`src/rtl/edt_tdr_seq_pkg.sv`:
```
// rtl/edt_tdr_seq_pkg.sv - shared state type and constants for the EDT TDR sequencer
package edt_tdr_seq_pkg;

  typedef enum logic [2:0] {
    ST_IDLE    = 3'd0,
    ST_CAPTURE = 3'd1,
    ST_SHIFT   = 3'd2,
    ST_UPDATE  = 3'd3,
    ST_DONE    = 3'd4
  } seq_state_e;

  localparam int TDR_LEN_DEFAULT = 2;
  localparam int BYPASS_BIT      = 0;
  localparam int LPS_BIT         = 1;

endpackage

```
`src/rtl/edt_tdr_sequencer.sv`:
```
// rtl/edt_tdr_sequencer.sv - programs the EDT TDR over IJTAG, returning the prior value
module edt_tdr_sequencer
  import edt_tdr_seq_pkg::*;
#(
  parameter int TDR_LEN = TDR_LEN_DEFAULT
) (
  input  logic               ijtag_tck,
  input  logic               ijtag_reset,
  input  logic               cfg_valid,
  output logic               cfg_ready,
  input  logic [TDR_LEN-1:0] cfg_data,
  output logic [TDR_LEN-1:0] rd_data,
  output logic               done,
  input  logic               host_sel,
  input  logic               host_ce,
  input  logic               host_se,
  input  logic               host_ue,
  input  logic               host_si,
  output logic               host_so,
  output logic               host_blocked,
  output logic               tdr_sel,
  output logic               tdr_ce,
  output logic               tdr_se,
  output logic               tdr_ue,
  output logic               tdr_si,
  input  logic               tdr_so
);

  localparam int CNT_W = $clog2(TDR_LEN + 1);

  seq_state_e         state_q, state_d;
  logic [TDR_LEN-1:0] sr_q, sr_d;
  logic [TDR_LEN-1:0] rd_data_q, rd_data_d;
  logic [CNT_W-1:0]   cnt_q, cnt_d;
  logic               done_q, done_d;
  logic               host_blocked_q, host_blocked_d;
  logic               sel_q, sel_d;
  logic               ce_q, ce_d;
  logic               se_q, se_d;
  logic               ue_q, ue_d;
  logic               si_q, si_d;
  logic               handshake;

  // The host keeps the TDR while it has it selected; requests wait behind it.
  assign cfg_ready = ~host_blocked_q & ~host_sel;
  assign handshake = cfg_valid & cfg_ready;

  always_comb begin
    state_d        = state_q;
    sr_d           = sr_q;
    rd_data_d      = rd_data_q;
    cnt_d          = cnt_q;
    done_d         = 1'b0;
    host_blocked_d = 1'b1;
    sel_d          = 1'b0;
    ce_d           = 1'b0;
    se_d           = 1'b0;
    ue_d           = 1'b0;
    si_d           = 1'b0;
    case (state_q)
      ST_IDLE: begin
        host_blocked_d = 1'b0;
        if (handshake) begin
          sr_d           = cfg_data;
          state_d        = ST_CAPTURE;
          host_blocked_d = 1'b1;
          sel_d          = 1'b1;
          ce_d           = 1'b1;
        end
      end
      ST_CAPTURE: begin
        state_d = ST_SHIFT;
        cnt_d   = '0;
        sel_d   = 1'b1;
        se_d    = 1'b1;
        si_d    = sr_q[0];
      end
      ST_SHIFT: begin
        // Same register shifts cfg bits out of the LSB and captured bits in at the MSB.
        sr_d  = TDR_LEN'({tdr_so, sr_q} >> 1);
        sel_d = 1'b1;
        if (cnt_q == CNT_W'(TDR_LEN - 1)) begin
          state_d = ST_UPDATE;
          ue_d    = 1'b1;
        end else begin
          cnt_d = cnt_q + CNT_W'(1);
          se_d  = 1'b1;
          si_d  = sr_d[0];
        end
      end
      ST_UPDATE: begin
        state_d   = ST_DONE;
        done_d    = 1'b1;
        rd_data_d = sr_q;
      end
      ST_DONE: begin
        state_d        = ST_IDLE;
        host_blocked_d = 1'b0;
      end
      default: begin
        state_d        = ST_IDLE;
        host_blocked_d = 1'b0;
      end
    endcase
  end

  always_ff @(posedge ijtag_tck or negedge ijtag_reset) begin
    if (!ijtag_reset) begin
      state_q        <= ST_IDLE;
      sr_q           <= '0;
      rd_data_q      <= '0;
      cnt_q          <= '0;
      done_q         <= 1'b0;
      host_blocked_q <= 1'b0;
      sel_q          <= 1'b0;
      ce_q           <= 1'b0;
      se_q           <= 1'b0;
      ue_q           <= 1'b0;
      si_q           <= 1'b0;
    end else begin
      state_q        <= state_d;
      sr_q           <= sr_d;
      rd_data_q      <= rd_data_d;
      cnt_q          <= cnt_d;
      done_q         <= done_d;
      host_blocked_q <= host_blocked_d;
      sel_q          <= sel_d;
      ce_q           <= ce_d;
      se_q           <= se_d;
      ue_q           <= ue_d;
      si_q           <= si_d;
    end
  end

  assign tdr_sel      = host_blocked_q ? sel_q : host_sel;
  assign tdr_ce       = host_blocked_q ? ce_q  : host_ce;
  assign tdr_se       = host_blocked_q ? se_q  : host_se;
  assign tdr_ue       = host_blocked_q ? ue_q  : host_ue;
  assign tdr_si       = host_blocked_q ? si_q  : host_si;
  assign host_so      = tdr_so;
  assign host_blocked = host_blocked_q;
  assign done         = done_q;
  assign rd_data      = rd_data_q;

endmodule

```
`config.mk`:
```
export PLATFORM = sky130hd
export DESIGN_NAME = edt_tdr_sequencer
export DESIGN_NICKNAME = d
export VERILOG_FILES = /design/src/rtl/edt_tdr_seq_pkg.sv /design/src/rtl/edt_tdr_sequencer.sv
export SDC_FILE = /design/constraint.sdc
export NUM_CORES = 1
export LEC_CHECK = 0
export CORE_MARGIN = 3
export CORE_UTILIZATION = 49
export CTS_CLUSTER_DIAMETER = 50
export DETAILED_ROUTE_END_ITERATION = 16
export PLACE_DENSITY = 0.78
export RECOVER_POWER = 25
export SYNTH_ARGS = -nofsm -noshare
export SYNTH_HDL_FRONTEND = slang
export SYNTH_SLANG_ARGS = --single-unit
```
`constraint.sdc`:
```
create_clock -name ijtag_tck -period 1.85 [get_ports ijtag_tck]
set_input_delay 0.185 -clock ijtag_tck [delete_from_list [all_inputs] [get_ports ijtag_tck]]
set_output_delay 0.185 -clock ijtag_tck [all_outputs]
set_load 0.03 [all_outputs]
```
==> results.toml <==
[run_status]
status = "complete, no violations"

[logic_synthesis]
syn_avg_cell_area_um2 = 11.1
synth.distinct_cells = 28
syn_inst = 73
synth_seq_cells = 16
synth_top_area_frac = 0.493
synth_top_cell_by_area = "dfrtp_1"
synth_nets = 85
ys_seq_area_frac = 0.493
yosys-top-cells-area = "dfrtp_1, mux2_2, nor2_1, mux2_4, o21ai_0"
yosys_warnings = 0
synth.cell_area_um2 = 812

[sta]
fin_setup_tns_ps = 0
finalHoldViolations = 0
tightest_slew_ps = 835
drv_slew = 0
timing.final.crit_share = 0.935
holdWs_ps = 486
min_period_ps = 1730
rsz0062_at_grt = "no"
maxSlewHeadroom = 0.444
max_freq_ghz = 0.578
skew_ps = 2.07
setup_viol = 0

[final_layout]
diodes = 0
fill_cells = 130
area_growth_pct = 29.6
fin_nets = 108
finalNonFillerCells = 111
drive_gt1_frac = 0.221

[floorplan]
coreArea_mm2 = 0.00154
ios = 22
fp.dieW_um = 46.7
die_area_mm2 = 0.00218
num_rows = 14
initial_core_util = 0.527
fp.dieH_um = 46.7

[routing]
vias = 615
drt-vias-per-instance = 5.54
drc = 0
drt_iter0_drc = 25
wl_per_cell_um = 13.2
wl_um = 1460
dr.pass1.iters = 4
ant_nets = 0

[critical_path]
crit_fanout = 9
arrival_ps = 1540
crit_type = "reg2out"
cp.required_ps = 1660
regToRegSetupSlack_ps = 430
end_kind = "primary output"
crit_path_start_kind = "flip-flop"

[clocking]
cts_setup_buffers = 0
clkSlewWorstSetupHoldPaths_ps = 90
root_buffer = "clkbuf_4"
numCtsBuffers = 3
htree_levels = 1
tritoncts = "done"
clk_latency_ps = 290
clk_path_buf_depth = 2
cts.sinks = 16

[global_routing]
antenna_found_initial = 0
gr-usage-all-layers = 0.165
grt_overflow = 0
grt_max_degree = 18
grt_pass1_wl_um = 2390
grt_pass1_vias = 542

[power_and_ir_drop]
intPower_w = 0.00108
leakage_nw = 0.509
seq_power_share = 0.378
p_switching_w = 0.000775
clkPwrFrac = 0.125
p_sw_frac = 0.418
total_power_w = 0.00185
irDropWorstVdd_mv = 1.10
power_frac_comb = 0.497
power_density_mw_per_mm2 = 1760

[run]
max_cap_viol_count = 0

[placed_design]
dpl.cell_count = 107
place_congestion = 0.754
dp_hpwl_um = 1060
portBuffers = 21

[worst_hold_path]
hp-class = "in2reg"
==> kinds of logic after synthesis <==
logic type      Yosys count  synth area share
simple gates             25             0.197
flops                    16             0.493
compound gates           15             0.123
buf+inv                   8            0.0539
mux                       7             0.106
xor+xnor                  1            0.0108
fa+ha+maj                 1            0.0154
==> stage by stage <==
step	util	setup WS, ps	area (µm²)
floorplan	-	527	812
global placement	0.665	187	1020
detailed placement	0.665	155	1020
CTS	0.685	103	1060
global route	0.683	62.2	1050
finish	0.683	120	1050
==> final timing paths <==
path	start	end	depth (start not counted)
worst max-delay path	host_blocked	cfg_ready	2
worst min-delay path	cfg_data[1]	sr_q[1]	2
worst max register to register	state_q[1]	rd_data[0]	3
worst min register to register	cnt_q[1]	cnt_q[1]	1
max in group asynchronous	ijtag_reset	host_blocked	2
min in group asynchronous	ijtag_reset	cnt_q[0]	2
==> cells in the final DEF (no fill, tap or decap), types with 2 or more instances in the layout <==
cell type        netlist  final
a211o_1                2      2
clkbuf_4               0      3
mux2_4                 2      2
dlygate4sd2_1          0      5
a21oi_1                3      3
and2b_2                2      2
o21ai_0                5      5
o2bb2ai_1              2      2
dfrtp_1               16     15
nor2_1                10     10
mux2_2                 5      5
nor3b_1                2      2
inv_1                  3      3
clkdlybuf4s50_1        0     15
nand2_1                2      2
==> flip-flops by register name (all words and copies together), names as in the netlist, 2 cells and up <==
register / cells
sr_q: 2
state_q: 3
cnt_q: 2
rd_data: 2
==> cell type report <==
class / count / area (µm²) / share of cell area
sequential: 16 / 402 / 0.382
multi-input combinational: 49 / 368 / 0.350
timing repair buffer: 23 / 215 / 0.205
clock buffer: 4 / 36.3 / 0.0345
tap: 16 / 20.0 / 0.0190
inverter: 3 / 11.3 / 0.0107
==> critical path: stages (launching register included) <==
cell             delay [ps]
dfrtp_2                 490
nor2_1                  100
clkdlybuf4s50_1         670
==> layer usage <==
layer	vias to the layer above	track usage	wire length (µm)
met5	-	0	0
met4	0	0.0994	21
met3	4	0.0469	127
met2	30	0.253	679
met1	284	0.205	631
li1	297	-	-
==> cells in the mapped netlist (all sizes together) <==
master	number
nand2	3
mux2	7
nor2	10
or2	1
a211o	2
a2bb2oi	1
nor3	1
a21oi	3
o21ai	5
and3	1
ha	1
a211oi	1
dfrtp	16
nor3b	3
o2bb2ai	2
and2	1
a32oi	1
nor4b	1
buf	5
and2b	3
xnor2	1
nand2b	1
inv	3
==> repair_timing <==
item                       4_1_cts  5_1_grt
gates resized for setup          6        0
setup endpoints to repair        5        0
hold buffers                     0        0
==> power by group through the flow <==
stage	clock network [W]	logic, W	registers, W
3_3_place_gp	0	0.000939	0.000696
2_1_floorplan	0	0.000733	0.000655
3_5_place_dp	0	0.000964	0.000704
6_report	0.000232	0.000922	0.000700
4_1_cts	0.000240	0.000932	0.000700
5_1_grt	0.000255	0.00101	0.000728
Power figures use the tool's default switching activity.
==> variant 1 (same settings) <==
The 5 states of `seq_state_e` get a one-hot encoding in 5 bits.
--- a/src/rtl/edt_tdr_seq_pkg.sv
+++ b/src/rtl/edt_tdr_seq_pkg.sv
@@ -1,12 +1,12 @@
 // rtl/edt_tdr_seq_pkg.sv - shared state type and constants for the EDT TDR sequencer
 package edt_tdr_seq_pkg;
 
-  typedef enum logic [2:0] {
-    ST_IDLE    = 3'd0,
-    ST_CAPTURE = 3'd1,
-    ST_SHIFT   = 3'd2,
-    ST_UPDATE  = 3'd3,
-    ST_DONE    = 3'd4
+  typedef enum logic [4:0] {
+    ST_IDLE    = 5'b00001,
+    ST_CAPTURE = 5'b00010,
+    ST_SHIFT   = 5'b00100,
+    ST_UPDATE  = 5'b01000,
+    ST_DONE    = 5'b10000
   } seq_state_e;
 
   localparam int TDR_LEN_DEFAULT = 2;
Function: same outputs for any inputs over 10 cycles, from zero or initial values and one cycle with ijtag_reset low; not proved beyond that.
==> variant 1 against the unedited design <==
Area after synthesis up 9.2%. Sequential share of layout area up 2.5 points. Sequential cell count up 2. Count of clock-buffer cells in the layout unchanged. Routed wire length up 12%. Cell area up 5.8%. Synthesized cell count up 14%. Largest cell class unchanged. Critical path type unchanged. Worst setup slack worse by 0.023 ns. Highest routed layer unchanged.
Power is not compared: it rests on default switching activity, and its combinational part moved more than twofold at a synthesized area within 25%.
==> variant 1: results (changes against the unedited design) <==
.. list-table::
   :header-rows: 1

   * - Metric
     - Value
   * - Commonest cells in the synthesized netlist
     - sky130_fd_sc_hd__dfrtp_1, sky130_fd_sc_hd__nand2_1, sky130_fd_sc_hd__nor2_1 (was sky130_fd_sc_hd__dfrtp_1, sky130_fd_sc_hd__nor2_1, sky130_fd_sc_hd__mux2_2, sky130_fd_sc_hd__o21ai_0)
   * - Data arrival at the endpoint of the critical path
     - 1.57 ns (was 1.54 ns)
   * - Pre-CTS setup slack
     - 0.133 ns (was 0.155 ns)
   * - Synthesized netlist cell count
     - 83 (was 73)
   * - Outcome
     - finished, final reports clean (unchanged)
   * - Filler cell count
     - 144 (was 130)
   * - Distinct cell type count after synthesis
     - 29 (was 28)
   * - Clock Tree Root
     - sky130_fd_sc_hd__clkbuf_4 (unchanged)
   * - Max-slew headroom at the worst pin
     - 68.9% (was 44.4%)
   * - Net count, final
     - 117 (was 108)
   * - Ratio of routed vias to standard cells
     - 4.96 (was 5.54)
   * - Via count
     - 635 (was 615)
   * - Post-synthesis sequential area ratio
     - 50.9% (was 49.3%)
   * - Setup skew after layout
     - 0.00490 ns (was 0.00207 ns)
   * - Detailed Route Iter0 Violations
     - 27 (was 25)
   * - Post-synth net total
     - 95 (was 85)
   * - Final routed wire length divided by cell count
     - 12.7 um (was 13.2 um)
   * - Hold WC Path Type
     - in2async (was in2reg)
   * - Weighted congestion reported at the end of routability-driven placement
     - 0.758 (was 0.754)
   * - Max reg flops
     - 5 (was 3)
   * - Ratio of cells with drive above 1 in the final layout
     - 16.3% (was 22.1%)
   * - Total GRT Usage
     - 16.4% (was 16.5%)
   * - Vias in the first global route
     - 684 (was 542)
   * - First-pass GRT wire length
     - 3.04 mm (was 2.39 mm)
   * - Half-perimeter wire length after placement
     - 1.26 mm (was 1.06 mm)
variant 1: changes by cell type after synthesis, sizes merged, moves of 2 or more:
cell     change
mux2i        +2
nor3b        -3
nand3        +2
nand2        +6
nor2         -2
and2b        -3
nor2b        +4
a211o        -2
inv          +3
o2bb2ai      -2
variant 1: what timing repair did:
action	4_1_cts	5_1_grt
hold buffers	0	0
resized for setup	6	0
setup endpoints to repair	5	0
variant 1: report_power, final:
group          internal (mW)  leakage (nW)  switching (mW)  total (mW)
combinational          0.105         0.279           0.111       0.216
sequential             0.433         0.229          0.0465       0.480
clock                  0.120        0.0210           0.112       0.232
total                  0.658         0.529           0.270       0.927
variant 1: cells by family after synthesis:
kind of cell / after synthesis / synth area share [%]
buffers and inverters: 11 / 8.04
AOI/OAI and AO/OA: 14 / 10.2
adders and majority gates: 1 / 1.41
DFF: 18 / 50.9
muxes: 8 / 9.87
and+or+nand+nor: 30 / 18.6
xor gates and xnor gates: 1 / 0.987
variant 1: per-layer routing:
metal	GRT usage, %	share of wire [%]
met1	21.1	44
met2	27.1	51
met3	3.07	4.2
met4	7.11	0.68
met5	0	0
variant 1: layout make-up:
| class | count | area (sq um) | area share (%) |
|---|---|---|---|
| sequential | 18 | 453 | 40.7 |
| multi-input combinational | 54 | 364 | 32.7 |
| timing repair buffer | 22 | 208 | 18.7 |
| clock buffer | 4 | 36.3 | 3.26 |
| tap | 24 | 30.0 | 2.70 |
| inverter | 6 | 22.5 | 2.02 |
variant 1: through the flow:
| step | area [sq um] | power, mW | hold slack [ns] |
|---|---|---|---|
| final | 1110 | 0.927 | 0.282 |
| after global routing | 1110 | 0.984 | 0.316 |
| after CTS | 1120 | 0.936 | 0.240 |
| after detailed placement | 1090 | 0.715 | 0.461 |
| after global placement | 1090 | 0.704 | 0.462 |
| after floorplan | 887 | 0.635 | -0.111 |
variant 1: worst paths after layout:
check / slack (ns) / to / cells past startpoint / start
setup / recovery: 0.1 / cfg_ready / 2 / host_blocked
hold / removal: 0.28 / ue_q / 1 / ijtag_reset
setup reg to reg: 0.39 / cnt_q[0] / 4 / state_q[3]
hold reg to reg: 0.49 / rd_data[1] / 2 / rd_data[1]
max in group asynchronous: 0.83 / sr_q[1] / 2 / ijtag_reset
min in group ijtag_tck: 0.49 / rd_data[1] / 2 / rd_data[1]
==> variant 2 (config.mk and constraints unchanged) <==
Without the edit above. Set the package constant `TDR_LEN_DEFAULT` to 4 (it was 2).
--- a/src/rtl/edt_tdr_seq_pkg.sv
+++ b/src/rtl/edt_tdr_seq_pkg.sv
@@ -9,7 +9,7 @@
     ST_DONE    = 3'd4
   } seq_state_e;
 
-  localparam int TDR_LEN_DEFAULT = 2;
+  localparam int TDR_LEN_DEFAULT = 4;
   localparam int BYPASS_BIT      = 0;
   localparam int LPS_BIT         = 1;
 
Ports: changed (resized cfg_data and rd_data); port bits go from 22 to 26. The function was not compared with the original's and may differ.
==> variant 2 against the unedited design <==
Synthesized cell count up 15%. Cell area grew 19%. Fmax is 0.97% lower. Count of clock-buffer cells in the layout is the same. Critical path depth unchanged. Sequential cell count increased by 5. Worst setup slack got worse by 0.017 ns. Sequential power increased by 16%. Total power is 15% higher. Combinational power grew 20%. Via count grew 19%. Register-to-register slack lost 0.15 ns. Routed wire length rose by 33%. Area after synthesis up 18%. Critical path type unchanged. Largest cell class unchanged. Highest routed layer unchanged.
==> variant 2: results (changes against the unedited design) <==
.. list-table::
   :header-rows: 1

   * - Metric
     - Value
   * - Final-layout worst hold slack
     - 0.484 ns (was 0.486 ns)
   * - Proportion of cell area occupied by multi-input gates
     - 30.9% (was 35.0%)
   * - Cell types occupying the most area after synthesis
     - sky130_fd_sc_hd__dfrtp_1, sky130_fd_sc_hd__mux2_2, sky130_fd_sc_hd__a41oi_1 (was sky130_fd_sc_hd__dfrtp_1, sky130_fd_sc_hd__mux2_2, sky130_fd_sc_hd__nor2_1)
   * - Final routed wire length divided by cell count
     - 14.3 um (was 13.2 um)
   * - Lkg Pwr
     - 0.558 nW (was 0.509 nW)
   * - Half-perimeter wire length after placement
     - 1.45 mm (was 1.06 mm)
   * - Hold path startpoint
     - tdr_so (was cfg_data[1])
   * - Weighted congestion reported at the end of routability-driven placement
     - 0.843 (was 0.754)
   * - First-pass GRT wire length
     - 3.33 mm (was 2.39 mm)
   * - Startpoint of the lowest-slack register-to-register path
     - cnt_q[0] (was state_q[1])
   * - Net Sw Power
     - 0.901 mW (was 0.775 mW)
   * - Cell count of the worst hold path
     - 3 (was 2)
   * - Detailed Route Iter0 Violations
     - 7 (was 25)
   * - Quantity of I/O buffers inserted on ports
     - 25 (was 21)
   * - Cell Count Post-Placement
     - 131 (was 107)
   * - Post-Synth Adder-Cell Area
     - 2.61% (was 1.54%)
   * - Reg2reg setup slack
     - 0.28 ns (was 0.43 ns)
   * - Endpoint of the worst-slack reg-to-reg timing path
     - cnt_q[2] (was rd_data[0])
   * - Area taken by flip-flops and latches
     - 527 sq um (was 402 sq um)
   * - Pre-CTS setup slack
     - 0.136 ns (was 0.155 ns)
   * - Post-synth net total
     - 99 (was 85)
   * - Share of synthesized area spent on multiplexers
     - 10.6% (about the same)
   * - Worst hold endpoint
     - sr_q[3] (was sr_q[1])
   * - Non-clock buffer share
     - 20.5% (about the same)
   * - Final critical-path share of the clock period
     - 94.4% (was 93.5%)
   * - Setup skew after layout
     - 0.00642 ns (was 0.00207 ns)
   * - Max-slew headroom at the worst pin
     - 27.5% (was 44.4%)
   * - Total placed instance area
     - 0.00123 sq mm (was 0.00102 sq mm)
   * - Final non-filler cell total
     - 135 (was 111)
   * - Vias in the first global route
     - 727 (was 542)
   * - Number of ordinary and repair buffers in the finished layout
     - 27 (was 23)
   * - Outcome
     - finished, final reports clean (unchanged)
   * - Worst-case vdd ir drop
     - 0.00102 V (was 0.00110 V)
   * - Ratio of cells with drive above 1 in the final layout
     - 16.4% (was 22.1%)
   * - Post-Synthesis Mean Instance Area
     - 11.4 sq um (was 11.1 sq um)
   * - FF-to-FF path depth
     - 5 (was 3)
   * - Filler cell count
     - 140 (was 130)
   * - Fraction of area in clock buffers and inverters
     - 2.11% (was 3.45%)
[variant 2: cell types whose count changed after synthesis, sizes merged, moves of 3 or more]
cell,before,now
inv,3,6
nand2,3,0
a41oi,0,4
dfrtp,16,21
[variant 2: power groups by stage]
| stage | clock network (mW) | logic (mW) | registers (mW) |
|---|---|---|---|
| CTS | 0.225 | 1.12 | 0.809 |
| finish | 0.219 | 1.11 | 0.810 |
| detailed placement | 0 | 1.15 | 0.813 |
| floorplan | 0 | 0.710 | 0.873 |
| global placement | 0 | 1.12 | 0.804 |
| global route | 0.242 | 1.21 | 0.840 |
[variant 2: per-layer routing]
| metal | vias to the layer above | routed length (um) | part of all wire, % | GRT usage (%) |
|---|---|---|---|---|
| met3 | 4 | 159 | 8.2 | 4.75 |
| li1 | 349 | - | - | - |
| met1 | 349 | 773 | 40 | 21.1 |
| met2 | 27 | 956 | 49 | 29.3 |
| met4 | 0 | 46 | 2.4 | 11.1 |
| met5 | - | 0 | 0 | 0 |
